File: config.mk
export PLATFORM = sky130hd
export DESIGN_NAME = mean_window_feeder
export DESIGN_NICKNAME = d
export VERILOG_FILES = /design/src/rtl/mean_window_feeder.sv
export SDC_FILE = /design/constraint.sdc
export NUM_CORES = 1
export LEC_CHECK = 0
export ABC_AREA = 1
export BUFFER_PORTS_ARGS = -buffer_cell sky130_fd_sc_hd__buf_2
export CAP_MARGIN = 20
export CORE_MARGIN = 1.5
export CORE_UTILIZATION = 35
export CTS_BUF_LIST = sky130_fd_sc_hd__clkbuf_4 sky130_fd_sc_hd__clkbuf_8
export CTS_CLUSTER_DIAMETER = 60
export DETAILED_ROUTE_END_ITERATION = 16
export MAX_ROUTING_LAYER = met4
export PLACE_DENSITY = 0.55
export SLEW_MARGIN = 5
export SYNTH_ARGS = -nofsm -noshare
export SYNTH_HDL_FRONTEND = slang
export SYNTH_SLANG_ARGS = --single-unit
export TNS_END_PERCENT = 5
File: constraint.sdc
create_clock -name clk_i_win -period 3.91 [get_ports clk_i_win]
set_input_delay 0.782 -clock clk_i_win [delete_from_list [all_inputs] [get_ports clk_i_win]]
set_output_delay 0.782 -clock clk_i_win [all_outputs]
set_load 0.02 [all_outputs]
File: src/rtl/mean_window_feeder.sv
// Producer side of the 3x3 mean filter: buffers two lines and presents valid-region windows.
// Define WIN_TIMEOUT_EN to add a WAIT_DONE watchdog that sets a sticky err_o and skips the window.
module mean_window_feeder #(
    parameter int IMG_WIDTH      = 8,
    parameter int IMG_HEIGHT     = 8,
    parameter int DATA_WIDTH     = 8,
    parameter int TIMEOUT_CYCLES = 64
) (
    input  logic                  clk_i_win,
    input  logic                  rst_i_win,
    input  logic [DATA_WIDTH-1:0] pix_i,
    input  logic                  pix_valid_i,
    output logic                  pix_ready_o,
    output logic [DATA_WIDTH-1:0] win_o_0,
    output logic [DATA_WIDTH-1:0] win_o_1,
    output logic [DATA_WIDTH-1:0] win_o_2,
    output logic [DATA_WIDTH-1:0] win_o_3,
    output logic [DATA_WIDTH-1:0] win_o_4,
    output logic [DATA_WIDTH-1:0] win_o_5,
    output logic [DATA_WIDTH-1:0] win_o_6,
    output logic [DATA_WIDTH-1:0] win_o_7,
    output logic [DATA_WIDTH-1:0] win_o_8,
    output logic                  win_en_o,
    input  logic                  win_done_i,
    output logic                  frame_done_o,
    output logic                  err_o
);
    localparam int COL_W = $clog2(IMG_WIDTH);
    localparam int ROW_W = $clog2(IMG_HEIGHT);

    if (IMG_WIDTH < 3 || IMG_HEIGHT < 3 || TIMEOUT_CYCLES < 1) begin : g_param_check
        $error("mean_window_feeder: IMG_WIDTH and IMG_HEIGHT must be >= 3, TIMEOUT_CYCLES >= 1");
    end

    typedef enum logic [1:0] {FILL, ISSUE, WAIT_DONE, GAP} state_t;

    state_t                 state;
    logic [COL_W-1:0]       col;
    logic [ROW_W-1:0]       row;
    logic                   last_flag;
    logic [DATA_WIDTH-1:0]  lb_a     [IMG_WIDTH];
    logic [DATA_WIDTH-1:0]  lb_b     [IMG_WIDTH];
    logic [DATA_WIDTH-1:0]  left_col [3];
    logic [DATA_WIDTH-1:0]  mid_col  [3];
    logic [DATA_WIDTH-1:0]  new_col  [3];
    logic [DATA_WIDTH-1:0]  win_q    [9];
    logic                   xfer;
    logic                   at_last_col;
    logic                   at_last_row;
    logic                   win_ready;
    logic                   tmo_hit;
    logic                   wait_exit;

    assign xfer        = pix_valid_i && pix_ready_o;
    assign at_last_col = (col == COL_W'(IMG_WIDTH - 1));
    assign at_last_row = (row == ROW_W'(IMG_HEIGHT - 1));
    assign win_ready   = (row >= ROW_W'(2)) && (col >= COL_W'(2));
    assign wait_exit   = win_done_i || tmo_hit;

    assign new_col[0] = lb_a[col];
    assign new_col[1] = lb_b[col];
    assign new_col[2] = pix_i;

    assign win_o_0 = win_q[0];
    assign win_o_1 = win_q[1];
    assign win_o_2 = win_q[2];
    assign win_o_3 = win_q[3];
    assign win_o_4 = win_q[4];
    assign win_o_5 = win_q[5];
    assign win_o_6 = win_q[6];
    assign win_o_7 = win_q[7];
    assign win_o_8 = win_q[8];

    // Line buffers and the two trailing window columns are not reset; rows 0-1 refill them first.
    always_ff @(posedge clk_i_win) begin
        if (xfer) begin
            lb_a[col] <= lb_b[col];
            lb_b[col] <= pix_i;
            left_col  <= mid_col;
            mid_col   <= new_col;
        end
    end

`ifdef WIN_TIMEOUT_EN
    localparam int TMO_W = $clog2(TIMEOUT_CYCLES + 1);

    logic [TMO_W-1:0] tmo_cnt;

    assign tmo_hit = (tmo_cnt == TMO_W'(TIMEOUT_CYCLES - 1));

    always_ff @(posedge clk_i_win or posedge rst_i_win) begin
        if (rst_i_win) begin
            tmo_cnt <= '0;
            err_o   <= 1'b0;
        end else if (state != WAIT_DONE) begin
            tmo_cnt <= '0;
        end else begin
            if (!win_done_i && tmo_hit) begin
                err_o <= 1'b1;
            end
            tmo_cnt <= tmo_cnt + TMO_W'(1);
        end
    end
`else
    assign tmo_hit = 1'b0;
    assign err_o   = 1'b0;
`endif

    // The window is captured from the completing pixel's column on the same edge that enters ISSUE.
    always_ff @(posedge clk_i_win or posedge rst_i_win) begin
        if (rst_i_win) begin
            state        <= FILL;
            col          <= '0;
            row          <= '0;
            last_flag    <= 1'b0;
            pix_ready_o  <= 1'b0;
            win_en_o     <= 1'b0;
            frame_done_o <= 1'b0;
            for (int i = 0; i < 9; i++) begin
                win_q[i] <= '0;
            end
        end else begin
            frame_done_o <= 1'b0;
            case (state)
                FILL: begin
                    pix_ready_o <= 1'b1;
                    if (xfer) begin
                        if (at_last_col) begin
                            col <= '0;
                            row <= at_last_row ? '0 : row + ROW_W'(1);
                            if (at_last_row) begin
                                last_flag <= 1'b1;
                            end
                        end else begin
                            col <= col + COL_W'(1);
                        end
                        if (win_ready) begin
                            state       <= ISSUE;
                            pix_ready_o <= 1'b0;
                            win_en_o    <= 1'b1;
                            win_q       <= '{left_col[0], mid_col[0], new_col[0],
                                             left_col[1], mid_col[1], new_col[1],
                                             left_col[2], mid_col[2], new_col[2]};
                        end
                    end
                end
                ISSUE: begin
                    state <= WAIT_DONE;
                end
                WAIT_DONE: begin
                    if (wait_exit) begin
                        state        <= GAP;
                        win_en_o     <= 1'b0;
                        frame_done_o <= last_flag;
                        last_flag    <= 1'b0;
                    end
                end
                GAP: begin
                    state       <= FILL;
                    pix_ready_o <= 1'b1;
                end
                default: begin
                    state <= FILL;
                end
            endcase
        end
    end
endmodule

## Word level (Yosys, flattened, before mapping)

Memory sizes are Yosys's and may differ from the RTL's.
Index checks and enable logic that the tools add are counted.
W data, S select, Z words.

| storage, ports and cells | value |
|---|---|
| bits in registers | 132 |
| RAM bits | 128 |
| input port bits | 12 |
| output and inout port bits | 76 |
| word-level logic and storage cells | 70 |
| memories | 2 |

Memory list:

| memory | words | width | rd ports | clocked after Yosys merged registers in | write ports | line | text |
|---|---|---|---|---|---|---|---|
| lb_a | 8 | 8 | 1 | 0 | 1 | 41 | `logic [DATA_WIDTH-1:0] lb_a [IMG_WIDTH];` |
| lb_b | 8 | 8 | 1 | 0 | 1 | 42 | `logic [DATA_WIDTH-1:0] lb_b [IMG_WIDTH];` |

| cells by class | value |
|---|---|
| $add $sub $neg | 2 |
| magnitude comparators | 2 |
| eq/ne operators | 10 |
| mux-type cells | 21 |
| reduce and logical (&&, ||, !) cells | 11 |

Operators with widths:

| cell | number |
|---|---|
| $mux W1 | 12 |
| $ne A2 B2 Y1 const B | 5 |
| $reduce_and A3 Y1 | 3 |
| $pmux W2 S4 | 1 |
| $add A3 B1 Y3 const B | 2 |
| $eq A3 B3 Y1 const B | 2 |
| $ge A3 B2 Y1 const B | 2 |
| $mux W2 | 3 |
| $mux W3 | 2 |
| $pmux W1 S2 | 3 |
| $reduce_and A5 Y1 | 1 |
| $eq A2 B2 Y1 const B | 2 |
| $reduce_and A4 Y1 | 1 |
| $reduce_bool A2 Y1 | 2 |
| $eq A2 B1 Y1 const B | 1 |
| $logic_and A1 B1 Y1 | 2 |
| $logic_not A2 Y1 | 1 |
| $reduce_and A2 Y1 | 1 |

## Longest topological paths before layout

| logic depth | value |
|---|---|
| depth after elaboration | 5 |
| gate-level depth with buffers | 12 |
| mapped depth without buffers | 9 |

## Worst setup path before layout

OpenSTA, ideal clock, no wires.

| timing | value |
|---|---|
| path kind | input to register |
| start | input pix_valid_i |
| end | memory lb_a[0][0], enable pin |
| setup time | 0.389 ns |
| data arrival time | 2.930 ns |
| required time | 3.521 ns |
| setup slack | 0.591 ns |
| stages | 4 |
| path buffers | 0 |
| cells stage by stage | nand2_1 inv_1 nand2_1 nor2_1 |

| between the ends | value |
|---|---|
| longest elaborated chain between the ends | 3 |

RTL lines:

| item | line | text |
|---|---|---|
| from (decl) | 12 | `input logic pix_valid_i,` |
| $logic_and A1 B1 Y1 | 54 | `assign xfer = pix_valid_i && pix_ready_o;` |
| named net xfer | 47 | `logic xfer;` |
| $mux W1 | 76 | `if (xfer) begin` |
| $mux W1 (implied by the code) | 77 | `lb_a[col] <= lb_b[col];` |
| to (decl) | 41 |  |

The timed path passes the listed nets, and every way through them passes these cells.

## Worst setup path after layout

| timing | value |
|---|---|
| start | register col[0] |
| end | register win_q, in the netlist win_o_5[7] |

| between the ends | value |
|---|---|
| longest elaborated chain between the ends | 3 |
| elaborated cells between the ends (all ways) | 4 |
| those cells by class | 1 x order compare; 2 x reduce/logical; 1 x memory |

RTL lines:

| item | line | text |
|---|---|---|
| from (decl) | 38 | `logic [COL_W-1:0] col;` |
| from (signal assigned) | 135 | `col <= col + COL_W'(1);` |
| $ge A3 B2 Y1 | 57 | `assign win_ready = (row >= ROW_W'(2)) && (col >= COL_W'(2));` |
| $logic_and A1 B1 Y1 | 57 |  |
| $reduce_and A3 Y1 (no source line) | -- |  |
| to (signal assigned) | 141 | `win_q <= '{left_col[0], mid_col[0], new_col[0],` |
| to (decl) | 46 | `logic [DATA_WIDTH-1:0] win_q [9];` |

Parallel ways exist; a longest one is shown, timed or not.
A chain may end at the register's enable or synchronous reset.

==> impl_metrics.env <==
export IMPL_combPwrFrac_pct=31.3
export IMPL_crit_start="col[0]$_DFFE_PP0P_"
export IMPL_io_buffers=86
export IMPL_ctsHoldBuffers=0
export IMPL_mostFrequentLayoutCell="nand2_1"
export IMPL_synth_yosys_seq_area_share_pct=70.89
export IMPL_endpoint="win_o_5[7]$_DFFE_PP0P_"
export IMPL_n_antenna_cell=0
export IMPL_rr_startpoint="col[0]$_DFFE_PP0P_"
export IMPL_ys_seq_elements=260
export IMPL_cts_root_buf="clkbuf_8"
export IMPL_finalClockSkew_ns=0.02368
export IMPL_fin_tns_setup_ns=0
export IMPL_die_h_um=175.5
export IMPL_dieWidth_um=175.5
export IMPL_antenna_found_initial=0
export IMPL_first_pass_iters=7
export IMPL_p_int_w=0.006311
export IMPL_cts_repair_resized=0
export IMPL_worstPathRequired_ns=4.32
export IMPL_synth_warnings=0
export IMPL_fillCellCount=2805
export IMPL_area_growth_pct=17.27
export IMPL_drive_above_1_share_pct=17.23
export IMPL_core_um2=29010
export IMPL_avgSynthCellArea_um2=10.65
export IMPL_dp_slack_ns=1.243
export IMPL_finalWirelength_mm=22.75
export IMPL_powerDensity_nw_per_um2=814.3
export IMPL_reg2reg_depth=9
export IMPL_cts_max_path_buffers=3
export IMPL_ff2ff_setup_slack_ns=1.33
export IMPL_hold_path_class="in2async"
export IMPL_maxSlewHeadroom_pct=49.18
export IMPL_ant_nets=0
export IMPL_wire_per_inst_um=15.06
export IMPL_timing_final_crit_share_pct=65.91
export IMPL_synth_edff_count=176
export IMPL_initial_core_util_pct=35.92
export IMPL_path_clk_slew_ns=0.06
export IMPL_drcViolationCount=0
export IMPL_timing_final_hold_violations=0
export IMPL_grt_first_pass_wirelength_mm=35.51
export IMPL_start_kind="flip-flop"
export IMPL_placementRows=62
export IMPL_fin_cells=1510
export IMPL_gp_congestion=0.7625
export IMPL_clock_latency_ns=0.55
export IMPL_worst_pin_slew_ns=0.7600
export IMPL_die_area_um2=30820
export IMPL_end_kind="flip-flop"
export IMPL_final_util_pct=42.12
export IMPL_rsz0062_at_grt="no"
export IMPL_cts_sinks=260
export IMPL_maxSlewViolCount=0
export IMPL_numCtsBuffers=42
export IMPL_swShare_pct=36.58
export IMPL_cp_arrival_ns=2.99
export IMPL_synthesis_area_um2=10420
export IMPL_grt_usage_pct=15.37
export IMPL_post_cts_buffers=0
export IMPL_placed_cells=1432
export IMPL_grt_max_degree=73
export IMPL_fin_crit_ns=2.577
export IMPL_p_leak_nw=5.880
export IMPL_crit_type="reg2reg"
export IMPL_final_nets=1114
export IMPL_yosys_most_used_dff="edfxtp_1"
export IMPL_grt_pass1_vias=6297
export IMPL_gr_total_overflow=0
export IMPL_peakVddDrop_mv=0.3875
export IMPL_seq_power_share_pct=43.8
export IMPL_cts_tree="yes"
export IMPL_drt_iter0_markers=508
export IMPL_drv_cap=0
export IMPL_cts_htree_levels=2
export IMPL_setup_viol=0
export IMPL_outcome="complete, no violations"
export IMPL_layout_common_cells="390 x nand2_1, 176 x edfxtp_1, 149 x inv_1"
export IMPL_syn_nets=1000
export IMPL_io_pin_count=88
export IMPL_vias=6725
export IMPL_clkPwrFrac_pct=24.9
export IMPL_r2r_end="win_o_5[7]$_DFFE_PP0P_"
export IMPL_worst_slack_ns=1.333
export IMPL_dpl_hpwl_mm=14.30
export IMPL_post_drt_via_cell_ratio=4.454
export IMPL_cp_max_fo=72
export IMPL_p_sw_w=0.003640
export IMPL_postSynthCellCount=978
export IMPL_clock_fmax_mhz=388.0
export IMPL_async_flop_share_pct=32.31
export IMPL_synth_cell_types=23
-- area by class of cell --
cell class	instances	area, um2	share of cell area, %
flip-flops and latches	260	7388	60.47
multi-input cells	531	2285	18.70
clock buffers	73	854.6	6.994
inverters	154	581.8	4.761
repair buffers	103	570.5	4.669
well taps	384	480.5	3.932
clock inverters	5	58.81	0.4813
-- Yosys cell counts, types with 2 or more instances --
master	count	area [um2]
nand4_1	18	112.6
nor2_4	2	22.52
o21ai_0	14	70.07
ha_1	10	125.1
dfrtp_1	84	2102
clkbuf_1	5	18.77
o21ai_1	8	40.04
nor2_2	2	12.51
edfxtp_1	176	5285
inv_1	151	566.8
buf_2	23	115.1
buf_4	4	30.03
inv_2	2	7.510
nor2_1	13	48.80
nand3_1	69	345.3
nand2_1	390	1464
-- power groups by stage --
stage,clock (W),sequential (W),combinational (W)
after floorplan,0,0.00476,0.00162
after global placement,0,0.00440,0.00312
after detailed placement,0,0.00442,0.00314
after CTS,0.00253,0.00437,0.00316
after global routing,0.00266,0.00445,0.00347
final,0.00247,0.00436,0.00311
-- how the worst min path moves through the flow --
| stage | from | to | slack (ns) | cells past startpoint |
|---|---|---|---|---|
| 6_report | rst_i_win | win_o_7[3]$_DFFE_PP0P_ | 0.31 | 2 |
| 5_1_grt | rst_i_win | win_o_7[6]$_DFFE_PP0P_ | 0.35 | 2 |
| 4_1_cts | rst_i_win | win_o_4[1]$_DFFE_PP0P_ | 0.32 | 2 |
| 3_5_place_dp | left_col[12]$_DFFE_PP_ | win_o_3[4]$_DFFE_PP0P_ | 0.44 | 2 |
| 3_3_place_gp | mid_col[8]$_DFFE_PP_ | left_col[8]$_DFFE_PP_ | 0.43 | 0 |
| 2_1_floorplan | left_col[16]$_DFFE_PP_ | win_o_0[0]$_DFFE_PP0P_ | 0.43 | 2 |
-- per-stage QoR --
stage	total power, W	hold slack (ns)	cell area (um2)
floorplan	0.006377	0.4256	10420
global placement	0.007518	0.4330	11310
detailed placement	0.007565	0.4352	11310
CTS	0.01006	0.3191	12220
global route	0.01059	0.3536	12220
finish	0.009950	0.3150	12220
-- cell families after synthesis --
| family | Yosys count | share of synthesized area [%] |
|---|---|---|
| other | 1 | 0.03599 |
| buffers and inverters | 187 | 7.181 |
| DFF | 260 | 70.89 |
| and+or+nand+nor | 497 | 19.56 |
| AOI/OAI and AO/OA | 23 | 1.129 |
| adders and majority gates | 10 | 1.201 |
-- critical path, cell delays in order (launching register included) --
cell     delay, ns
dfrtp_2       0.40
inv_1         0.36
ha_1          0.23
inv_1         0.04
nand2_1       0.08
nand2_2       0.11
nor2_8        0.50
inv_4         0.43
nand2_1       0.17
nand2_1       0.07
-- registers in the layout, indices dropped and copies added, names as in the netlist, 2 cells and up --
| name | cells |
|---|---|
| win_o_7 | 8 |
| win_o_3 | 8 |
| win_o_6 | 8 |
| lb_b | 64 |
| win_o_4 | 8 |
| mid_col | 24 |
| left_col | 24 |
| lb_a | 64 |
| win_o_1 | 8 |
| win_o_5 | 8 |
| win_o_8 | 8 |
| row | 3 |
| state | 2 |
| win_o_0 | 8 |
| col | 3 |
| win_o_2 | 8 |
-- routing by layer --
layer | wire [um] | vias up | global-route usage (%)
met3 | 1090 | 31 | 2.749
li1 | - | 3343 | -
met2 | 9908 | 158 | 22.49
met5 | 0 | - | -
met4 | 434 | 0 | 4.202
met1 | 11310 | 3193 | 22.01
Note: power is estimated with default switching activity, not from simulation.
